$ cat src/rtl/fifo_arb_pkg.sv
// -----------------------------------------------------------------------------
// fifo_arb_pkg
// Shared types and helpers for the FIFO write-port arbiter and its round-robin
// picker.
//   arb_state_e    : arbiter FSM states (ARB_IDLE, ARB_LOCK)
//   id_w(n)        : index width for n requesters, never less than 1
//   ARB_MAX_N_REQ  : largest supported requester count
// -----------------------------------------------------------------------------
package fifo_arb_pkg;

   localparam int ARB_MAX_N_REQ = 8;

   typedef enum logic {
      ARB_IDLE = 1'b0,
      ARB_LOCK = 1'b1
   } arb_state_e;

   function automatic int id_w(input int n);
      return (n < 2) ? 1 : $clog2(n);
   endfunction

endpackage

$ cat src/rtl/rr_pick.sv
// -----------------------------------------------------------------------------
// rr_pick
// Combinational round-robin priority picker. Returns the first set request bit
// found scanning upward from i_ptr, wrapping modulo N.
//   i_req [N]  : request vector
//   i_ptr [IW] : scan start index (must be < N)
//   o_gnt [N]  : one-hot grant, all zero when nothing is requested
//   o_idx [IW] : index of the granted bit (0 when o_any is low)
//   o_any      : at least one request is set
// -----------------------------------------------------------------------------
module rr_pick
   import fifo_arb_pkg::*;
#(
   parameter int N  = 4,
   parameter int IW = id_w(N)
) (
   input  logic [N-1:0]  i_req,
   input  logic [IW-1:0] i_ptr,
   output logic [N-1:0]  o_gnt,
   output logic [IW-1:0] o_idx,
   output logic          o_any
);

   int            w_pos;
   logic [IW-1:0] w_idx;

   // Scan from the farthest offset down to offset 0 so the candidate closest
   // to i_ptr is the last one written and therefore wins.
   always_comb begin
      // NOTE: every variable gets a value before any branch; a path that left
      // one unassigned would make it hold its old value, i.e. infer a latch.
      o_gnt = '0;
      o_idx = '0;
      o_any = 1'b0;
      w_pos = 0;
      w_idx = '0;
      for (int k = N - 1; k >= 0; k--) begin
         w_pos = int'(i_ptr) + k;
         if (w_pos >= N) begin
            w_pos = w_pos - N;
         end
         w_idx = IW'(w_pos);
         if (i_req[w_idx]) begin
            o_gnt        = '0;
            o_gnt[w_idx] = 1'b1;
            o_idx        = w_idx;
            o_any        = 1'b1;
         end
      end
   end

endmodule

$ cat src/rtl/fifo_wr_arbiter.sv
// -----------------------------------------------------------------------------
// fifo_wr_arbiter
// Round-robin arbiter sharing the FIFO write port between N_REQ ready/valid
// producer streams. A winner may keep the grant for up to MAX_BURST beats so
// short packets stay contiguous. Beats pass through one registered output
// stage; there is no combinational path from io_in_* to io_out_*.
//
// Parameters: N_REQ (2..8), DATA_W, MAX_BURST (1..16)
// Ports:
//   io_clk, io_rst_n : clock, asynchronous active-low reset
//   io_in_valid [N]  : per-requester valid
//   io_in_ready [N]  : per-requester ready, at most one bit set
//   io_in_bits       : requester i drives [i*DATA_W +: DATA_W]
//   io_in_last [N]   : final beat of a requester's burst
//   io_out_valid/io_out_ready/io_out_bits : FIFO write handshake
//   io_out_id        : source index of the held beat (FIFO_ARB_ID_EN only)
//
// Build option: define FIFO_ARB_ID_EN to add the io_out_id port and register.
// -----------------------------------------------------------------------------
module fifo_wr_arbiter
   import fifo_arb_pkg::*;
#(
   parameter int N_REQ     = 4,
   parameter int DATA_W    = 8,
   parameter int MAX_BURST = 4
) (
   input  logic                      io_clk,
   input  logic                      io_rst_n,
   input  logic [N_REQ-1:0]          io_in_valid,
   output logic [N_REQ-1:0]          io_in_ready,
   input  logic [N_REQ*DATA_W-1:0]   io_in_bits,
   input  logic [N_REQ-1:0]          io_in_last,
   output logic                      io_out_valid,
   input  logic                      io_out_ready,
   output logic [DATA_W-1:0]         io_out_bits
`ifdef FIFO_ARB_ID_EN
   ,
   output logic [id_w(N_REQ)-1:0]    io_out_id
`endif
);

   localparam int ID_W  = id_w(N_REQ);
   localparam int CNT_W = $clog2(MAX_BURST + 1);

   arb_state_e        r_state, w_state_nxt;
   logic [ID_W-1:0]   r_rr_ptr, w_rr_ptr_nxt;
   logic [ID_W-1:0]   r_cur, w_cur_nxt;
   logic [CNT_W-1:0]  r_beat_cnt, w_beat_cnt_nxt, w_beat_inc;

   logic [N_REQ-1:0]  w_pick_gnt;
   logic [ID_W-1:0]   w_pick_idx;
   logic              w_pick_any;

   logic [N_REQ-1:0]  w_grant_vec;
   logic [ID_W-1:0]   w_grant_idx;
   logic              w_grant_vld;
   logic              w_load_ok;
   logic              w_accept;
   logic              w_last;

   logic              r_out_valid;
   logic [DATA_W-1:0] r_out_bits;

   function automatic logic [ID_W-1:0] wrap_inc(input logic [ID_W-1:0] idx);
      return (idx == ID_W'(N_REQ - 1)) ? '0 : idx + ID_W'(1);
   endfunction

   rr_pick #(
      .N  (N_REQ),
      .IW (ID_W)
   ) u_rr_pick (
      .i_req (io_in_valid),
      .i_ptr (r_rr_ptr),
      .o_gnt (w_pick_gnt),
      .o_idx (w_pick_idx),
      .o_any (w_pick_any)
   );

   // The output register can take a new beat when empty or draining this cycle.
   assign w_load_ok = !r_out_valid || io_out_ready;

   // Grant source: the picker while idle, the locked owner during a burst.
   always_comb begin
      w_grant_vec = '0;
      w_grant_idx = r_cur;
      w_grant_vld = 1'b0;
      if (r_state == ARB_IDLE) begin
         w_grant_vec = w_pick_gnt;
         w_grant_idx = w_pick_idx;
         w_grant_vld = w_pick_any;
      end else begin
         w_grant_vld        = io_in_valid[r_cur];
         w_grant_vec[r_cur] = io_in_valid[r_cur];
      end
   end

   assign w_accept   = w_grant_vld && w_load_ok;
   assign w_last     = io_in_last[w_grant_idx];
   assign w_beat_inc = r_beat_cnt + CNT_W'(1);

   // Ready is forced low while reset is asserted, independent of the clock.
   assign io_in_ready = (w_load_ok && io_rst_n) ? w_grant_vec : '0;

   // Next-state logic. A release only moves rr_ptr; the new pick happens in
   // the following IDLE cycle. Everything holds while the FIFO stalls.
   always_comb begin
      w_state_nxt    = r_state;
      w_rr_ptr_nxt   = r_rr_ptr;
      w_cur_nxt      = r_cur;
      w_beat_cnt_nxt = r_beat_cnt;
      case (r_state)
         ARB_IDLE: begin
            if (w_accept) begin
               if (!w_last && (MAX_BURST > 1)) begin
                  w_state_nxt    = ARB_LOCK;
                  w_cur_nxt      = w_grant_idx;
                  w_beat_cnt_nxt = CNT_W'(1);
               end else begin
                  w_rr_ptr_nxt = wrap_inc(w_grant_idx);
               end
            end
         end
         ARB_LOCK: begin
            if (w_load_ok) begin
               if (!io_in_valid[r_cur]) begin
                  // Owner went quiet: the burst is abandoned.
                  w_state_nxt    = ARB_IDLE;
                  w_rr_ptr_nxt   = wrap_inc(r_cur);
                  w_beat_cnt_nxt = '0;
               end else if (w_last || (w_beat_inc == CNT_W'(MAX_BURST))) begin
                  w_state_nxt    = ARB_IDLE;
                  w_rr_ptr_nxt   = wrap_inc(r_cur);
                  w_beat_cnt_nxt = '0;
               end else begin
                  w_beat_cnt_nxt = w_beat_inc;
               end
            end
         end
         default: begin
            w_state_nxt = ARB_IDLE;
         end
      endcase
   end

   always_ff @(posedge io_clk or negedge io_rst_n) begin
      // NOTE: sequential state uses non-blocking assignments so every flop
      // samples pre-edge values, regardless of statement or block order.
      if (!io_rst_n) begin
         r_state    <= ARB_IDLE;
         r_rr_ptr   <= '0;
         r_cur      <= '0;
         r_beat_cnt <= '0;
      end else begin
         r_state    <= w_state_nxt;
         r_rr_ptr   <= w_rr_ptr_nxt;
         r_cur      <= w_cur_nxt;
         r_beat_cnt <= w_beat_cnt_nxt;
      end
   end

   // Output stage. Bits only change on a load, so they are stable while the
   // FIFO holds off.
   always_ff @(posedge io_clk or negedge io_rst_n) begin
      if (!io_rst_n) begin
         // NOTE: the data register is reset too, because its value is
         // directly visible on io_out_bits and must read 0 after reset.
         r_out_valid <= 1'b0;
         r_out_bits  <= '0;
      end else if (w_accept) begin
         r_out_valid <= 1'b1;
         r_out_bits  <= io_in_bits[w_grant_idx*DATA_W +: DATA_W];
      end else if (io_out_ready) begin
         r_out_valid <= 1'b0;
      end
   end

   assign io_out_valid = r_out_valid;
   assign io_out_bits  = r_out_bits;

`ifdef FIFO_ARB_ID_EN
   logic [ID_W-1:0] r_out_id;

   always_ff @(posedge io_clk or negedge io_rst_n) begin
      if (!io_rst_n) begin
         r_out_id <= '0;
      end else if (w_accept) begin
         r_out_id <= w_grant_idx;
      end
   end

   assign io_out_id = r_out_id;
`else
   // Without the id output the grant index only steers the data mux.
`endif

endmodule

$ cat config.mk
export PLATFORM = sky130hd
export DESIGN_NAME = fifo_wr_arbiter
export DESIGN_NICKNAME = d
export VERILOG_FILES = /design/src/rtl/fifo_arb_pkg.sv /design/src/rtl/rr_pick.sv /design/src/rtl/fifo_wr_arbiter.sv
export SDC_FILE = /design/constraint.sdc
export NUM_CORES = 1
export LEC_CHECK = 0
export CAP_MARGIN = 20
export CORE_UTILIZATION = 30
export DETAILED_ROUTE_END_ITERATION = 6
export SLEW_MARGIN = 0
export SYNTH_ARGS = -nofsm -noshare
export SYNTH_HDL_FRONTEND = slang
export SYNTH_SLANG_ARGS = --single-unit
export TNS_END_PERCENT = 30
$ cat constraint.sdc
create_clock -name io_clk -period 4.5 [get_ports io_clk]
set_input_delay 0.9 -clock io_clk [delete_from_list [all_inputs] [get_ports io_clk]]
set_output_delay 0.9 -clock io_clk [all_outputs]
set_load 0.005 [all_outputs]
==> run metrics, run 1 <==
Commonest cells post-synth=a21oi_1, a211oi_1, dfrtp_1; Final Hold Slack=0.5107 ns; Avg Inst Size Synth=9.113 um2; Port Buffers=55; Post-DP HPWL=3183 um; setup TNS=0 ns; die height=75.95 um; crit path max-delay cell type=mux4_2; r2r setup slk=0.81 ns; Hold EP=io_out_bits[7]; PwrDens=617.3 mW/mm2; final setup skew=~0.00083 ns; CP top delay family=buffers and inverters; final max-slew violation count=0; post-synth top area cell=dfrtp_1; Initial DRC Count=88; upper clock frequency limit=0.2349 GHz; Tightest Pin Transition=0.5279 ns; placed cell area=about 0.0023 mm2; Clock Tree Buf Depth=2; Top FF cell, synth=dfrtp_1; Vias per Instance=5.120; sequential cell area=425.4 um2; layout cells sized above 1=0.1423; crit share post-route=0.9460; clk slew on worst S/H paths=0.07 ns; largest net degree at the start of global routing=25; leading post-synthesis cells by cell area=dfrtp_1, mux2_2, ha_1; worst path required time=~3.6 ns; DP Cell Count=between 300 and 400; Place WS=0.1588 ns; Area growth, synth to finish=43.17%; worst-path cell chain=clkdlybuf4s50_1 > mux4_2 > nor2_2 > a22oi_1 > a211oi_1 > a21oi_1 > a211oi_1 > clkdlybuf4s50_1; die area=0.005768 mm2; detailed-route wire length per cell=12.79 um; worst r2r src=r_rr_ptr[0]; 1st-pass router iterations=4; All-Layer GR Usage=0.1483; Critical Path Sink Type=primary output; diodes inserted=0; fin util=0.4540; Seq/Total Area, Yosys=0.2593; Worst R2R End=r_beat_cnt[1]; max incr delay on CP=0.55 ns; grt total ovfl=0; FP Rows=26; CP max FO=8; Worst-Skew Late Latency=0.26 ns; status=finished clean; R2R cell count=9; number of synthesized flops with an enable pin=0; Syn Nets=236; Cell variety after synth=28; Max-cap violations=0; Total Power=1.450 mW; htree depth=1; final wirelength=3951 um; RSZ-0062 raised after global routing=false; Worst setup SP type=input port; multi-input combinational cell area=about 0.0011 mm2; first-pass GRT wire length=~7100 um; leakage=0.9722 nW; Slew Limit Headroom=0.6435; critical path class=input port to primary output; Final nets=296; top-count cell post-synth=a21oi_1; DR vias=1582; Root Driver=clkbuf_8; core area=0.005172 mm2; hold-critical path depth=1; Worst Setup Slack, final=0.2431 ns; post-synth top area share=0.2593; CTS tree=built; Critical path origin=io_in_valid[2]; initial antenna violation count=0; register bit total from synthesis=17; Ys Warns=0; vias in the first global route=1598; Hold Crit Class=register to register; HP Start=io_out_bits[7]; filler cell count=522; async set-reset flop share out of synthesis=1.000; TritonCTS buffer count=3; Routed Antenna Nets=0; post-route cell area=0.002349 mm2; die width=around 76 um; drc violations=0; Post-Layout Cell Count=309; Final GP Congestion=~0.83; clock sinks=17; Worst EP arrival=3.36 ns; Post-Synthesis Cells=180; CP Buf/Inv Count=2; Initial Util=0.3171; Post-Syn Area=between 0.0015 and 0.002 mm2; I/O pins=56; # setup viols final=0; final hold violations=0; post-layout min period=4.257 ns; Worst IR Drop VDD=0.0002284 V
[power breakdown]
part | switching [mW] | leakage, nW | total, mW | internal, mW
Combinational | 0.496 | 0.745 | 1.01 | 0.518
Clock | 0.0560 | 0.0255 | 0.118 | 0.0616
Sequential | 0.0938 | 0.201 | 0.318 | 0.224
[sequential cells by signal, indices dropped and copies added (netlist names)]
register      flops
r_beat_cnt        3
r_cur             2
io_out_bits       8
io_out_valid      1
r_state           1
r_rr_ptr          2
[worst reg2reg max path, cell delays in order (launching register included)]
cell,delay (ns)
dfrtp_1,0.66
inv_1,0.23
ha_1,0.44
nor2b_1,0.17
o41ai_1,0.45
o221a_1,0.35
mux4_2,0.60
a21oi_1,0.20
o21ai_0,0.17
mux2_2,0.31
[layout make-up]
class / count / area share
timing repair buffer: 64 / 0.2632
clock inverter: 1 / 0.002131
multi-input combinational: 147 / 0.4875
clock buffer: 3 / 0.01758
sequential: 17 / 0.1811
inverter: 7 / 0.01119
tap: 70 / 0.03729
[metal layers]
layer,track usage,vias to the layer above,wire (um)
li1,-,788,-
met1,0.1844,726,1718
met3,0.04458,7,323
met4,0.05192,0,77
met5,0,-,0
met2,0.2427,61,1831
[logic make-up (layout without fill, tap and decap cells)]
logic type | Yosys count | count (layout) | synth area share
mux | 33 | 33 | 0.2365
compound gates | 58 | 58 | 0.2281
flops | 17 | 17 | 0.2593
xor+xnor | 2 | 2 | 0.01068
buf+inv | 16 | 75 | 0.04653
fa+ha+maj | 13 | 13 | 0.09916
simple gates | 41 | 41 | 0.1198
[how the worst max path moves through the flow]
stage,depth (start not counted),slack [ns],endpoint
global route,8,0.03,io_in_ready[3]
floorplan,12,0.95,r_beat_cnt[1]
finish,8,0.24,io_in_ready[0]
detailed placement,8,0.16,io_in_ready[3]
CTS,8,0.15,io_in_ready[3]
global placement,8,0.23,io_in_ready[0]
[cells in the final DEF, fill, tap and decap left out, drive strengths merged, types with 9 or more instances in the layout]
| cell | count |
|---|---|
| a211oi | 17 |
| a21oi | 21 |
| buf | 9 |
| clkdlybuf4s50 | 55 |
| dfrtp | 17 |
| ha | 13 |
| mux2 | 16 |
| mux2i | 14 |
| nand2 | 13 |
| nor2 | 12 |
| nor2b | 10 |
[timing repair]
item,CTS,global route
hold endpoints to repair,0,0
setup endpoints to repair,0,3
setup buffers,0,1
hold buffers,0,0
gates resized for setup,0,1
Power figures use the tool's default switching activity.
==> run 2, diff against run 1 <==
CAP_MARGIN = default   (was 20)
CTS_CLUSTER_SIZE = 28   (was default)
SKIP_CTS_REPAIR_TIMING = 1   (was default)
==> results of run 2 <==
Same layout as run 1: the final DEF is identical, and so are final timing and power.
==> run 3, diff against run 2 <==
MAX_ROUTING_LAYER = met4   (was default)
==> run 3 against run 2 <==
Core utilization unchanged; combinational power about the same; setup slack got worse by 0.011 ns; total power up 0.15%; sequential cell count stayed put; wire length grew 0.51%; non-clock buffer count unchanged; highest routed layer unchanged.
==> run metrics, run 3 (synthesized netlist as in run 1, its figures left out) <==
Port Buffers=55 (unchanged); CP max FO=8 (unchanged); Max-cap violations=0 (unchanged); first-pass GRT wire length=7058 um (was 7065 um); Initial DRC Count=107 (was 88); Critical Path Sink Type=primary output (unchanged); drc violations=0 (unchanged); die height=75.95 um (unchanged); detailed-route wire length per cell=12.85 um (was 12.79 um); commonest non-fill, non-tap cell in the layout=clkdlybuf4s50_1 (unchanged); final hold violations=0 (unchanged); Tightest Pin Transition=0.5495 ns (was 0.5279 ns); Clock Tree Buf Depth=2 (unchanged); clock sinks=17 (unchanged); clk slew on worst S/H paths=0.07 ns (about the same); Post-DP HPWL=3183 um (unchanged); layout cells sized above 1=0.1423 (unchanged); post-layout min period=4.268 ns (was 4.257 ns); Worst EP arrival=3.37 ns (was 3.36 ns); upper clock frequency limit=0.2343 GHz (was 0.2349 GHz); CTS tree=built (unchanged); Final nets=296 (unchanged); 1st-pass router iterations=4 (unchanged); diodes inserted=0 (unchanged); Root Driver=clkbuf_8 (unchanged); Worst Setup Slack, final=0.2323 ns (was 0.2431 ns); final max-slew violation count=0 (unchanged); Slew Limit Headroom=0.6336 (was 0.6435); core area=0.005172 mm2 (unchanged); DP Cell Count=304 (unchanged); grt total ovfl=0 (unchanged); I/O pins=56 (unchanged); All-Layer GR Usage=0.1526 (was 0.1483); Largest register FFs=8 (unchanged); R2R cell count=9 (unchanged); largest net degree at the start of global routing=25 (unchanged); placed cell area=0.002292 mm2 (unchanged); hold-critical path depth=1 (unchanged); fin util=0.4540 (unchanged); critical path class=input port to primary output (unchanged); final wirelength=3971 um (was 3951 um); leakage=0.9722 nW (unchanged); Worst IR Drop VDD=0.0002287 V (was 0.0002284 V); Worst setup SP type=input port (unchanged); Initial Util=0.3171 (unchanged); initial antenna violation count=0 (unchanged); setup TNS=0 ns (unchanged); TritonCTS buffer count=3 (unchanged); # setup viols final=0 (unchanged); post-route cell area=0.002349 mm2 (unchanged); Routed Antenna Nets=0 (unchanged); htree depth=1 (unchanged); status=finished clean (unchanged); FP Rows=26 (unchanged); Vias per Instance=5.146 (was 5.120); PwrDens=618.2 mW/mm2 (was 617.3 mW/mm2); Area growth, synth to finish=43.17% (unchanged); worst path required time=3.60 ns (about the same); Post-Layout Cell Count=309 (unchanged); RSZ-0062 raised after global routing=false (unchanged); crit share post-route=0.9484 (was 0.9460); filler cell count=522 (unchanged); most frequent cells in the layout=clkdlybuf4s50_1, a21oi_1, a211oi_1, dfrtp_1, mux2_2 (unchanged); die width=75.95 um (unchanged); Worst-Skew Late Latency=0.26 ns (about the same); DR vias=1590 (was 1582); Hold Crit Class=register to register (unchanged); vias in the first global route=1598 (unchanged); Place WS=0.1588 ns (unchanged); Final GP Congestion=0.8427 (was 0.8300); final setup skew=0.0008857 ns (was 0.0008317 ns); die area=0.005768 mm2 (unchanged)
==> run 3: cell counts in the layout (fill, tap and decap cells not counted) <==
No cell type changed its count.
==> run 3: cell type report <==
cell class	instances	area, um2	area share
sequential	17	425.4	0.1811
timing repair buffer	64	618.1	0.2632
inverter	7	26.28	0.01119
tap	70	87.58	0.03729
clock inverter	1	5.005	0.002131
clock buffer	3	41.29	0.01758
multi-input combinational	147	1145	0.4875
==> run 3: path summary, 6_finish.rpt <==
path,from,end,slack (ns)
worst min register to register,io_out_bits[7],io_out_bits[7],0.51
max in group asynchronous,io_rst_n,r_rr_ptr[1],3.29
worst max-delay path,io_in_valid[2],io_in_ready[2],0.23
worst min-delay path,io_out_bits[7],io_out_bits[7],0.51
worst max register to register,r_rr_ptr[0],r_beat_cnt[1],0.81
min in group asynchronous,io_rst_n,r_beat_cnt[2],1.01
==> run 3: layer usage <==
metal  vias up  GRT usage  part of all wire  wire, um
met5         -          -                 0         0
met4         0    0.05192             0.020        80
met3         9    0.03494             0.069       274
met2        61     0.2427              0.46      1835
met1       729     0.1903              0.45      1780
li1        791          -                 -         -
==> run 3: per-stage QoR <==
stage / total power, mW / hold WS, ns
5_1_grt: 1.602 / 0.5396
3_3_place_gp: 1.319 / 0.4887
2_1_floorplan: 1.027 / 0.4879
4_1_cts: 1.457 / 0.5168
6_report: 1.452 / 0.5106
3_5_place_dp: 1.330 / 0.4986
==> run 3: worst max-delay path, stage by stage <==
cell             delay, ns
clkdlybuf4s50_1       0.51
mux4_2                0.55
nor2_2                0.20
a22oi_1               0.12
a211oi_1              0.25
a21oi_1               0.06
a211oi_1              0.24
clkdlybuf4s50_1       0.53
==> run 3: where the power goes <==
part	switching, mW	internal, mW
Combinational	0.498	0.518
Clock	0.0559	0.0616
Sequential	0.0944	0.224
